**src/rtl/stage_ex_divider_if.sv**
```systemverilog
// Handshake/operand bundle between the EX stage (master) and the iterative divider (slave).
interface stage_ex_divider_if #(
    parameter int WIDTH = 32
);
    logic             start;
    logic             annul;
    logic             signed_div;
    logic [WIDTH-1:0] opv1;
    logic [WIDTH-1:0] opv2;
    logic             ready;
    logic             stall_req;
    logic [WIDTH-1:0] quot;
    logic [WIDTH-1:0] rem;

    modport master (
        output start, annul, signed_div, opv1, opv2,
        input  ready, stall_req, quot, rem
    );

    modport slave (
        input  start, annul, signed_div, opv1, opv2,
        output ready, stall_req, quot, rem
    );
endinterface

```
**src/rtl/stage_ex_divider.sv**
```systemverilog
// EX-stage radix-2 restoring divider (DIV/DIVU) with its sequencing FSM.
// One quotient bit per cycle, WIDTH iterations; stalls the pipeline while busy.
// Optional macro DIV_EARLY_EXIT_EN: when |dividend| < |divisor| the result
// (quot=0, rem=dividend) is produced directly from IDLE in one cycle.
module stage_ex_divider #(
    parameter int WIDTH = 32
) (
    input  logic               clk,
    input  logic               rst,
    stage_ex_divider_if.slave  bus
);
    localparam int CW = $clog2(WIDTH + 1);

    typedef enum logic [1:0] {S_IDLE, S_DIVZERO, S_ON, S_END} state_t;

    state_t             state_q, state_d;
    logic [CW-1:0]      cnt_q, cnt_d;
    logic [2*WIDTH-1:0] acc_q, acc_d;     // {partial remainder, dividend/quotient}
    logic [WIDTH-1:0]   dsr_q, dsr_d;     // divisor magnitude
    logic               qneg_q, qneg_d;
    logic               rneg_q, rneg_d;
    logic               ready_q, ready_d;
    logic [WIDTH-1:0]   quot_q, quot_d;
    logic [WIDTH-1:0]   rem_q, rem_d;

    // Operand magnitudes, only meaningful while IDLE samples the request.
    logic             a_neg, b_neg;
    logic [WIDTH-1:0] mag1, mag2;
    assign a_neg = bus.signed_div & bus.opv1[WIDTH-1];
    assign b_neg = bus.signed_div & bus.opv2[WIDTH-1];
    assign mag1  = a_neg ? -bus.opv1 : bus.opv1;
    assign mag2  = b_neg ? -bus.opv2 : bus.opv2;

    // One restoring step: the shifted remainder needs WIDTH+1 bits because the
    // divisor magnitude may use all WIDTH bits.
    logic [WIDTH:0]     sh_hi;
    logic [WIDTH-1:0]   sub_lo;
    logic               take;
    logic [2*WIDTH-1:0] step_acc;
    logic [WIDTH-1:0]   fin_q, fin_r;
    assign sh_hi    = acc_q[2*WIDTH-1:WIDTH-1];
    assign take     = sh_hi >= {1'b0, dsr_q};
    assign sub_lo   = sh_hi[WIDTH-1:0] - dsr_q;
    assign step_acc = take ? {sub_lo, acc_q[WIDTH-2:0], 1'b1}
                           : {acc_q[2*WIDTH-2:0], 1'b0};
    assign fin_q    = step_acc[WIDTH-1:0];
    assign fin_r    = step_acc[2*WIDTH-1:WIDTH];

    // Next-state and registered-output computation for the sequencing FSM.
    always_comb begin
        state_d = state_q;
        cnt_d   = cnt_q;
        acc_d   = acc_q;
        dsr_d   = dsr_q;
        qneg_d  = qneg_q;
        rneg_d  = rneg_q;
        ready_d = ready_q;
        quot_d  = quot_q;
        rem_d   = rem_q;
        case (state_q)
            S_IDLE: begin
                ready_d = 1'b0;
                quot_d  = '0;
                rem_d   = '0;
                if (bus.start && !bus.annul) begin
                    if (bus.opv2 == '0) begin
                        state_d = S_DIVZERO;
                    end
`ifdef DIV_EARLY_EXIT_EN
                    else if (mag1 < mag2) begin
                        state_d = S_END;
                        ready_d = 1'b1;
                        quot_d  = '0;
                        rem_d   = bus.opv1;
                    end
`endif
                    else begin
                        state_d = S_ON;
                        acc_d   = {{WIDTH{1'b0}}, mag1};
                        dsr_d   = mag2;
                        qneg_d  = a_neg ^ b_neg;
                        rneg_d  = a_neg;
                        cnt_d   = '0;
                    end
                end
            end
            S_DIVZERO: begin
                if (bus.annul) begin
                    state_d = S_IDLE;
                end else begin
                    state_d = S_END;
                    ready_d = 1'b1;
                    quot_d  = '0;
                    rem_d   = '0;
                end
            end
            S_ON: begin
                if (bus.annul) begin
                    state_d = S_IDLE;
                end else begin
                    acc_d = step_acc;
                    cnt_d = cnt_q + CW'(1);
                    if (cnt_q == CW'(WIDTH - 1)) begin
                        // Sign correction happens on the way into END.
                        state_d = S_END;
                        ready_d = 1'b1;
                        quot_d  = qneg_q ? -fin_q : fin_q;
                        rem_d   = rneg_q ? -fin_r : fin_r;
                    end
                end
            end
            S_END: begin
                if (bus.annul || !bus.start) begin
                    state_d = S_IDLE;
                    ready_d = 1'b0;
                    quot_d  = '0;
                    rem_d   = '0;
                end
            end
            default: state_d = S_IDLE;
        endcase
    end

    // State and output registers with synchronous reset.
    always_ff @(posedge clk) begin
        if (rst) begin
            state_q <= S_IDLE;
            cnt_q   <= '0;
            acc_q   <= '0;
            dsr_q   <= '0;
            qneg_q  <= 1'b0;
            rneg_q  <= 1'b0;
            ready_q <= 1'b0;
            quot_q  <= '0;
            rem_q   <= '0;
        end else begin
            state_q <= state_d;
            cnt_q   <= cnt_d;
            acc_q   <= acc_d;
            dsr_q   <= dsr_d;
            qneg_q  <= qneg_d;
            rneg_q  <= rneg_d;
            ready_q <= ready_d;
            quot_q  <= quot_d;
            rem_q   <= rem_d;
        end
    end

    // Stall is combinational so the request cycle itself already holds EX;
    // it is low in END so the pipeline advances on the ready cycle.
    assign bus.stall_req = !rst && !bus.annul &&
                           ((state_q == S_IDLE && bus.start) ||
                            state_q == S_ON || state_q == S_DIVZERO);
    assign bus.ready = ready_q;
    assign bus.quot  = quot_q;
    assign bus.rem   = rem_q;
endmodule
```
**src/flat_wrapper.sv**
```systemverilog
// flat-port wrapper written by rule: the top's interface ports become plain ports
module stage_ex_divider_flat 
#(
    parameter int WIDTH = 32
)
  (clk, rst, bus_start, bus_annul, bus_signed_div, bus_opv1, bus_opv2, bus_ready, bus_stall_req, bus_quot, bus_rem);
  stage_ex_divider_if #(.WIDTH(WIDTH)) bus_i ();
  input  logic clk;
  input  logic rst;
  input wire logic [$bits(bus_i.start)-1:0] bus_start;
  input wire logic [$bits(bus_i.annul)-1:0] bus_annul;
  input wire logic [$bits(bus_i.signed_div)-1:0] bus_signed_div;
  input wire logic [$bits(bus_i.opv1)-1:0] bus_opv1;
  input wire logic [$bits(bus_i.opv2)-1:0] bus_opv2;
  output wire logic [$bits(bus_i.ready)-1:0] bus_ready;
  output wire logic [$bits(bus_i.stall_req)-1:0] bus_stall_req;
  output wire logic [$bits(bus_i.quot)-1:0] bus_quot;
  output wire logic [$bits(bus_i.rem)-1:0] bus_rem;
  assign bus_i.start = bus_start;
  assign bus_i.annul = bus_annul;
  assign bus_i.signed_div = bus_signed_div;
  assign bus_i.opv1 = bus_opv1;
  assign bus_i.opv2 = bus_opv2;
  assign bus_ready = bus_i.ready;
  assign bus_stall_req = bus_i.stall_req;
  assign bus_quot = bus_i.quot;
  assign bus_rem = bus_i.rem;
  stage_ex_divider #(.WIDTH(WIDTH)) u_core (.clk(clk), .rst(rst), .bus(bus_i));
endmodule
```
**config.mk**
```make
export PLATFORM = sky130hd
export DESIGN_NAME = stage_ex_divider_flat
export DESIGN_NICKNAME = d
export VERILOG_FILES = /design/src/rtl/stage_ex_divider_if.sv /design/src/rtl/stage_ex_divider.sv /design/src/flat_wrapper.sv
export SDC_FILE = /design/constraint.sdc
export NUM_CORES = 1
export LEC_CHECK = 0
export CAP_MARGIN = 10
export CORE_AREA = 2 2 149 210
export DETAILED_ROUTE_END_ITERATION = 8
export DIE_AREA = 0 0 151 212
export DONT_BUFFER_PORTS = 1
export PLACE_DENSITY = 0.53
export SLEW_MARGIN = 25
export SYNTH_ARGS = -nofsm -noshare
export SYNTH_HDL_FRONTEND = slang
export SYNTH_SLANG_ARGS = --single-unit
```
**constraint.sdc**
```tcl
create_clock -name clk -period 4.9 [get_ports clk]
set_input_delay 0.98 -clock clk [delete_from_list [all_inputs] [get_ports clk]]
set_output_delay 0.98 -clock clk [all_outputs]
set_load 0.02 [all_outputs]
```
# Yosys cells after proc, flatten, opt, wreduce, memory -nomap -nowiden
# Index checks and enable logic that the tools add are counted.
word_totals:
  elab_cells: 81
  input_bits: 69
  out_inout_bits: 66
  regBits: 171
op_classes:
  bitwise_logic: 4
  n_eq_ne: 11
  n_mux: 33
  order_cmp: 1
  addsub: 6
  reduce_logical: 17
op_table:
  columns: ["cell", "n"]
  rows:
  - ["two-way mux 32 bit", 10]
  - ["two-way mux 64 bit", 4]
  - ["case mux 32 bit (4 select lines)", 2]
  - ["negator 32 bit", 4]
  - ["case mux 64 bit (2 select lines)", 1]
  - [">= comparator 33 x 32 -> 1 bit", 1]
  - ["zero test 32 bit", 1]
  - ["subtractor 32 bit", 1]
  - ["two-way mux 6 bit", 3]
  - ["two-way mux 2 bit", 6]
  - ["case mux 6 bit (2 select lines)", 1]
  - ["case mux 2 bit (4 select lines)", 1]
  - ["AND reduction 4 bit", 2]
  - ["adder 6 x 1 -> 6 bit (second input constant)", 1]
  - ["== test 6 x 5 -> 1 bit (second input constant)", 1]
  - ["!= test 2 x 1 -> 1 bit (second input constant)", 3]
  - ["!= test 2 bit (second input constant)", 3]
  - ["AND reduction 3 bit", 2]
  - ["== test 2 bit (second input constant)", 2]
  - ["logical AND 1 bit", 4]
  - ["two-way mux 1 bit", 4]
  - ["case mux 1 bit (4 select lines)", 1]
  - ["zero test 1 bit", 3]
  - ["logical OR 1 bit", 3]
  - ["7 further kinds", 8]

# Longest topological paths before layout
logic_depth:
  word_depth: 7
  mapped_depth: 22
  depth_no_buf: 17

# Worst setup path before layout
# No wires, ideal clock.
synth_timing:
  kind: "reg-to-reg"
  start: "reg u_core.dsr_q[26]"
  end: "reg u_core.rem_q[30] (netlist: u_core.bus.rem[30])"
  n_path_buf: 5
  arrival_ns: 4.050
  required_ns: 4.783
  slack_ns: 0.733
  stages_incl_launch_ff: 22
  cell_sequence: "dfxtp_1 > inv_1 > ha_1 > buf_6 > a21oi_2 > o21ai_2 > a2111oi_4 > o311ai_2 > or2_1 > buf_6 > buf_6 > buf_8 > clkbuf_8 > o21ai_0 > ha_1 > nor4bb_1 > nand3_1 > o31ai_4 > nand4_2 > o41ai_2 > xor2_1 > a22o_1"
synth_between:
  elab_chain_cells: 7
  elab_cells_between_ends: 8
  cone_classes: "add/sub (2); order compare (1); mux (5)"
synth_rtl:
  columns: ["item", "line", "rtl"]
  rows:
  - ["start: declaration", "stage_ex_divider.sv:19", "logic [WIDTH-1:0] dsr_q, dsr_d;"]
  - ["start signal: assignment", "stage_ex_divider.sv:140", "dsr_q <= dsr_d;"]
  - ["subtractor 32 bit / >= comparator 33 x 32 -> 1 bit (equally long branches)", "stage_ex_divider.sv:43, stage_ex_divider.sv:42", null]
  - ["two-way mux 64 bit *", "stage_ex_divider.sv:44", "assign step_acc = take ? {sub_lo, acc_q[WIDTH-2:0], 1'b1}"]
  - ["negator 32 bit", "stage_ex_divider.sv:108", "rem_d = rneg_q ? -fin_r : fin_r;"]
  - ["two-way mux 32 bit *", "stage_ex_divider.sv:108", null]
  - ["two-way mux 32 bit *", "stage_ex_divider.sv:103", "if (cnt_q == CW'(WIDTH - 1)) begin"]
  - ["two-way mux 32 bit *", "stage_ex_divider.sv:98", "if (bus.annul) begin"]
  - ["case mux 32 bit (4 select lines) *", "stage_ex_divider.sv:60", "case (state_q)"]
  - ["end signal: assignment", "stage_ex_divider.sv:145", "rem_q <= rem_d;"]
  - ["end: declaration", "stage_ex_divider.sv:24", "logic [WIDTH-1:0] rem_q, rem_d;"]
# Mark *: on every way between the ends. The rest lies on a longest branch, timed or not. The select of a mux whose other input is x is not followed.
# A chain may end at the register's enable or synchronous reset.

# Worst setup path in the final report
layout_timing:
  start: "reg u_core.acc_q[37]"
  end: "reg u_core.rem_q[30] (netlist: u_core.bus.rem[30])"
layout_between:
  elab_chain_cells: 7
  elab_cells_between_ends: 8
  cone_classes: "add/sub (2); order compare (1); mux (5)"
layout_rtl:
  columns: ["item", "line", "rtl"]
  rows:
  - ["start: declaration", "stage_ex_divider.sv:18", "logic [2*WIDTH-1:0] acc_q, acc_d;"]
  - ["start signal: assignment", "stage_ex_divider.sv:129", "acc_q <= '0;"]
  - ["start signal: assignment", "stage_ex_divider.sv:139", "acc_q <= acc_d;"]
  - ["subtractor 32 bit / >= comparator 33 x 32 -> 1 bit (equally long branches)", "stage_ex_divider.sv:43, stage_ex_divider.sv:42", null]
  - ["two-way mux 64 bit *", "stage_ex_divider.sv:44", null]
  - ["negator 32 bit", "stage_ex_divider.sv:108", null]
  - ["two-way mux 32 bit *", "stage_ex_divider.sv:108", null]
  - ["two-way mux 32 bit *", "stage_ex_divider.sv:103", null]
  - ["two-way mux 32 bit *", "stage_ex_divider.sv:98", null]
  - ["case mux 32 bit (4 select lines) *", "stage_ex_divider.sv:60", null]
# Marks and branches as above.

==> impl_metrics.py <==
metrics = {
    "outcome": {
        "status": "finished, final reports clean",
    },
    "floorplanning": {
        "die-area_um2": 32000,
        "rows": 76,
        "die_h_um": 212,
        "die_x_um": 151,
        "start_util_pct": 39.5,
        "core_area_um2": 30200,
        "num_io_pins": 135,
    },
    "layout": {
        "design_area_um2": 12900,
        "layout_common_cells": "206 x nand2_1, 171 x dfxtp_1, 146 x nor2_1, 124 x a21oi_1, 81 x xnor2_1",
        "fin_cells": 1913,
        "seq_area_um2": 3420,
        "drive_gt1_share_pct": 8.14,
        "fillCellCount": 3175,
        "final_common_cell": "nand2_1",
        "fin_util_pct": 42.5,
        "area_growth_pct": 7.75,
        "antennaDiodeCount": 0,
        "multi_input_area_um2": 7800,
        "final_net_count": 1622,
    },
    "setup_path": {
        "crit_top_cell": "ha_1",
        "critPathArrivalTime_ns": 4.87,
        "r2r-end": "u_core.bus.rem[30]",
        "endpoint_kind": "flip-flop",
        "rr_worst_depth": 15,
        "critPathSlowestCell": "ha_1",
        "crit_fanout": 19,
        "setup.worst_path.class": "flip-flop to flip-flop",
        "critPathRequiredTime_ns": 5.26,
        "crit_chain": "ha_1 > a21oi_4 > o21ai_1 > nand2b_1 > a311oi_2 > or2_4 > mux2i_1 > ha_1 > nor4bb_2 > nand3_1 > o31ai_4 > nand4_2 > o41ai_2 > xor2_1 > a22o_1",
        "crit_path_start_kind": "flip-flop",
        "crit_start": "u_core.acc_q[37]",
        "reg2reg_from": "u_core.acc_q[37]",
        "r2r_slack_ns": 0.39,
        "endpoint": "u_core.bus.rem[30]",
        "slowest_delay_ns": 0.54,
    },
    "sta": {
        "tightest_slew_ns": 0.994,
        "rsz0062_at_grt": "false",
        "tns_ns": 0,
        "finClkSkew_ns": 0.0124,
        "relSlewSlack_pct": 33.3,
        "setup_violations": 0,
        "period_share_pct": 92.1,
        "hold_viol_final": 0,
        "maxSlewViolCount": 0,
        "max_freq_mhz": 222,
        "period_minus_slack_ns": 4.51,
    },
    "synthesis": {
        "synth-seq-area-share_pct": 28.7,
        "netlist_area_um2": 11900,
        "syn_avg_cell_area_um2": 7.66,
        "yosys_warnings": 0,
        "synthFlopType": "dfxtp_1",
        "synthArstFlopShare_pct": 0,
        "ys_ff_latch": 171,
        "synth_edf_count": 0,
        "syn_nets": 1669,
        "netlist_instances": 1557,
        "synth_cell_types": 94,
    },
    "cts": {
        "clock_latency_ns": 0.46,
        "cts-root-buf": "clkbuf_16",
        "cts_buffers": 17,
        "cts.clk_slew.worst_paths_ns": 0.08,
        "cts_max_level": 4,
        "post-cts-setup-buffers": 0,
        "cts_max_path_buffers": 2,
        "clock_sinks": 171,
        "cts_tree": "built",
    },
    "routing": {
        "ant_nets": 0,
        "wl_per_cell_um": 20.5,
        "dr.pass1.iters": 5,
        "num_vias": 11093,
        "wirelength_um": 39200,
        "viasPerCell": 5.80,
        "route.detailed.drc": 0,
        "drtIter0Drc": 684,
    },
    "place": {
        "place_area_um2": 12200,
        "hpwl_um": 29500,
        "port_buffers": 0,
        "place_congestion": 0.918,
        "post-place-cells": 1881,
    },
    "global_routing": {
        "antenna_found_initial": 0,
        "grt_use_met2_pct": 44.8,
        "top_usage_layer": "met2",
        "grtUsageMet1_pct": 27.3,
        "grt_max_degree": 148,
        "grt_use_met3_pct": 4.89,
        "grt.total_usage_pct": 25.0,
        "grt_pass1_vias": 11012,
        "grt_pass1_wl_um": 61300,
        "overflow": 0,
    },
    "worst_hold_path": {
        "hold_path.class": "flip-flop to flip-flop",
        "worstHoldPathCells": 2,
    },
    "power": {
        "powerDensity_nw_per_um2": 498,
        "power.leakage_uw": 0.00463,
        "ir_worst_vdd_uv": 273,
    },
    "job": {
        "maxCapViolCount": 0,
    },
}
[timing repair]
item                       CTS  global route
gates resized for setup      0             2
setup endpoints to repair    0             8
hold buffers                 0             0
[report_power, final]
| part | internal, uW | switching [uW] |
|---|---|---|
| Clock | 772 | 666 |
| Sequential | 1520 | 158 |
| Combinational | 1100 | 2180 |
[per-layer routing]
layer / routed length, um / part of all wire (%)
met1: 15300 / 39
met2: 20100 / 51
met3: 1650 / 4.2
met4: 2130 / 5.4
met5: 0 / 0
[synthesized netlist by cell type, drive strengths merged, types with 4 or more instances]
cell | n | area, um^2
a31oi | 30 | 194
dfxtp | 171 | 3420
a221oi | 4 | 41.3
a21o | 6 | 46.3
o31a | 8 | 70.1
nand3 | 58 | 290
a21oi | 131 | 686
nor4 | 15 | 100
o211ai | 10 | 75.1
nor2 | 150 | 571
a22oi | 30 | 225
nand4b | 4 | 50.1
buf | 27 | 208
and3 | 8 | 52.6
a22o | 28 | 245
nand3b | 5 | 37.5
o41ai | 12 | 120
inv | 59 | 226
o21bai | 5 | 37.5
o31ai | 19 | 156
ha | 42 | 526
a211oi | 34 | 278
o21a | 6 | 45.0
mux2i | 17 | 174
or3 | 31 | 204
a311oi | 4 | 41.3
nand2 | 209 | 792
or2 | 6 | 37.5
xnor2 | 81 | 709
a41oi | 5 | 43.8
xor2 | 66 | 578
or4 | 7 | 52.6
and2 | 6 | 38.8
nor3 | 41 | 221
nand4 | 16 | 106
o21ai | 81 | 420
clkbuf | 71 | 307
and4 | 5 | 43.8
nand2b | 11 | 68.8
[how the worst min path moves through the flow]
| stage | start | to | slack (ns) |
|---|---|---|---|
| 6_report | u_core.dsr_q[22] | u_core.dsr_q[22] | 0.47 |
| 5_1_grt | u_core.dsr_q[31] | u_core.dsr_q[31] | 0.48 |
| 4_1_cts | u_core.dsr_q[22] | u_core.dsr_q[22] | 0.46 |
| 3_5_place_dp | u_core.dsr_q[22] | u_core.dsr_q[22] | 0.45 |
| 3_3_place_gp | u_core.dsr_q[21] | u_core.dsr_q[21] | 0.44 |
| 2_1_floorplan | u_core.dsr_q[21] | u_core.dsr_q[21] | 0.43 |
[kinds of logic after synthesis]
group                      count (synthesis)  synth area share [%]
xor gates and xnor gates                 147                  10.8
DFF                                      171                  28.7
and+or+nand+nor                          583                  23.1
adders and majority gates                 43                  4.57
muxes                                     20                  1.77
AOI/OAI and AO/OA                        435                  24.8
buffers and inverters                    158                  6.24
[sequential cells by signal, indices dropped and copies added, names as in the netlist]
register,cells
u_core.acc_q,64
u_core.bus.quot,32
u_core.bus.ready,1
u_core.bus.rem,32
u_core.cnt_q,6
u_core.dsr_q,32
u_core.qneg_q,1
u_core.rneg_q,1
u_core.state_q,2
[per-stage QoR]
step	power (uW)	hold WS, ns	setup WS [ns]
2_1_floorplan	4060	0.432	0.733
3_3_place_gp	4940	0.445	0.420
3_5_place_dp	4960	0.446	0.194
4_1_cts	6420	0.460	0.182
5_1_grt	6810	0.482	0.0389
6_report	6400	0.465	0.386
[critical path: cells and delay by family (launching register included)]
family	cells	cell delay, ns
mux	1	0.33
flops	1	0.34
simple gates	5	1.30
compound gates	6	1.60
xor+xnor	1	0.10
fa+ha+maj	2	0.75
[area by class of cell]
cell class	instances	area share, %
repair buffers	32	2.37
multi-input cells	1228	60.7
well taps	390	3.80
inverters	60	1.79
clock inverters	15	1.41
flip-flops and latches	171	26.6
clock buffers	17	3.31
No activity file was read; power rests on OpenSTA's default activity.
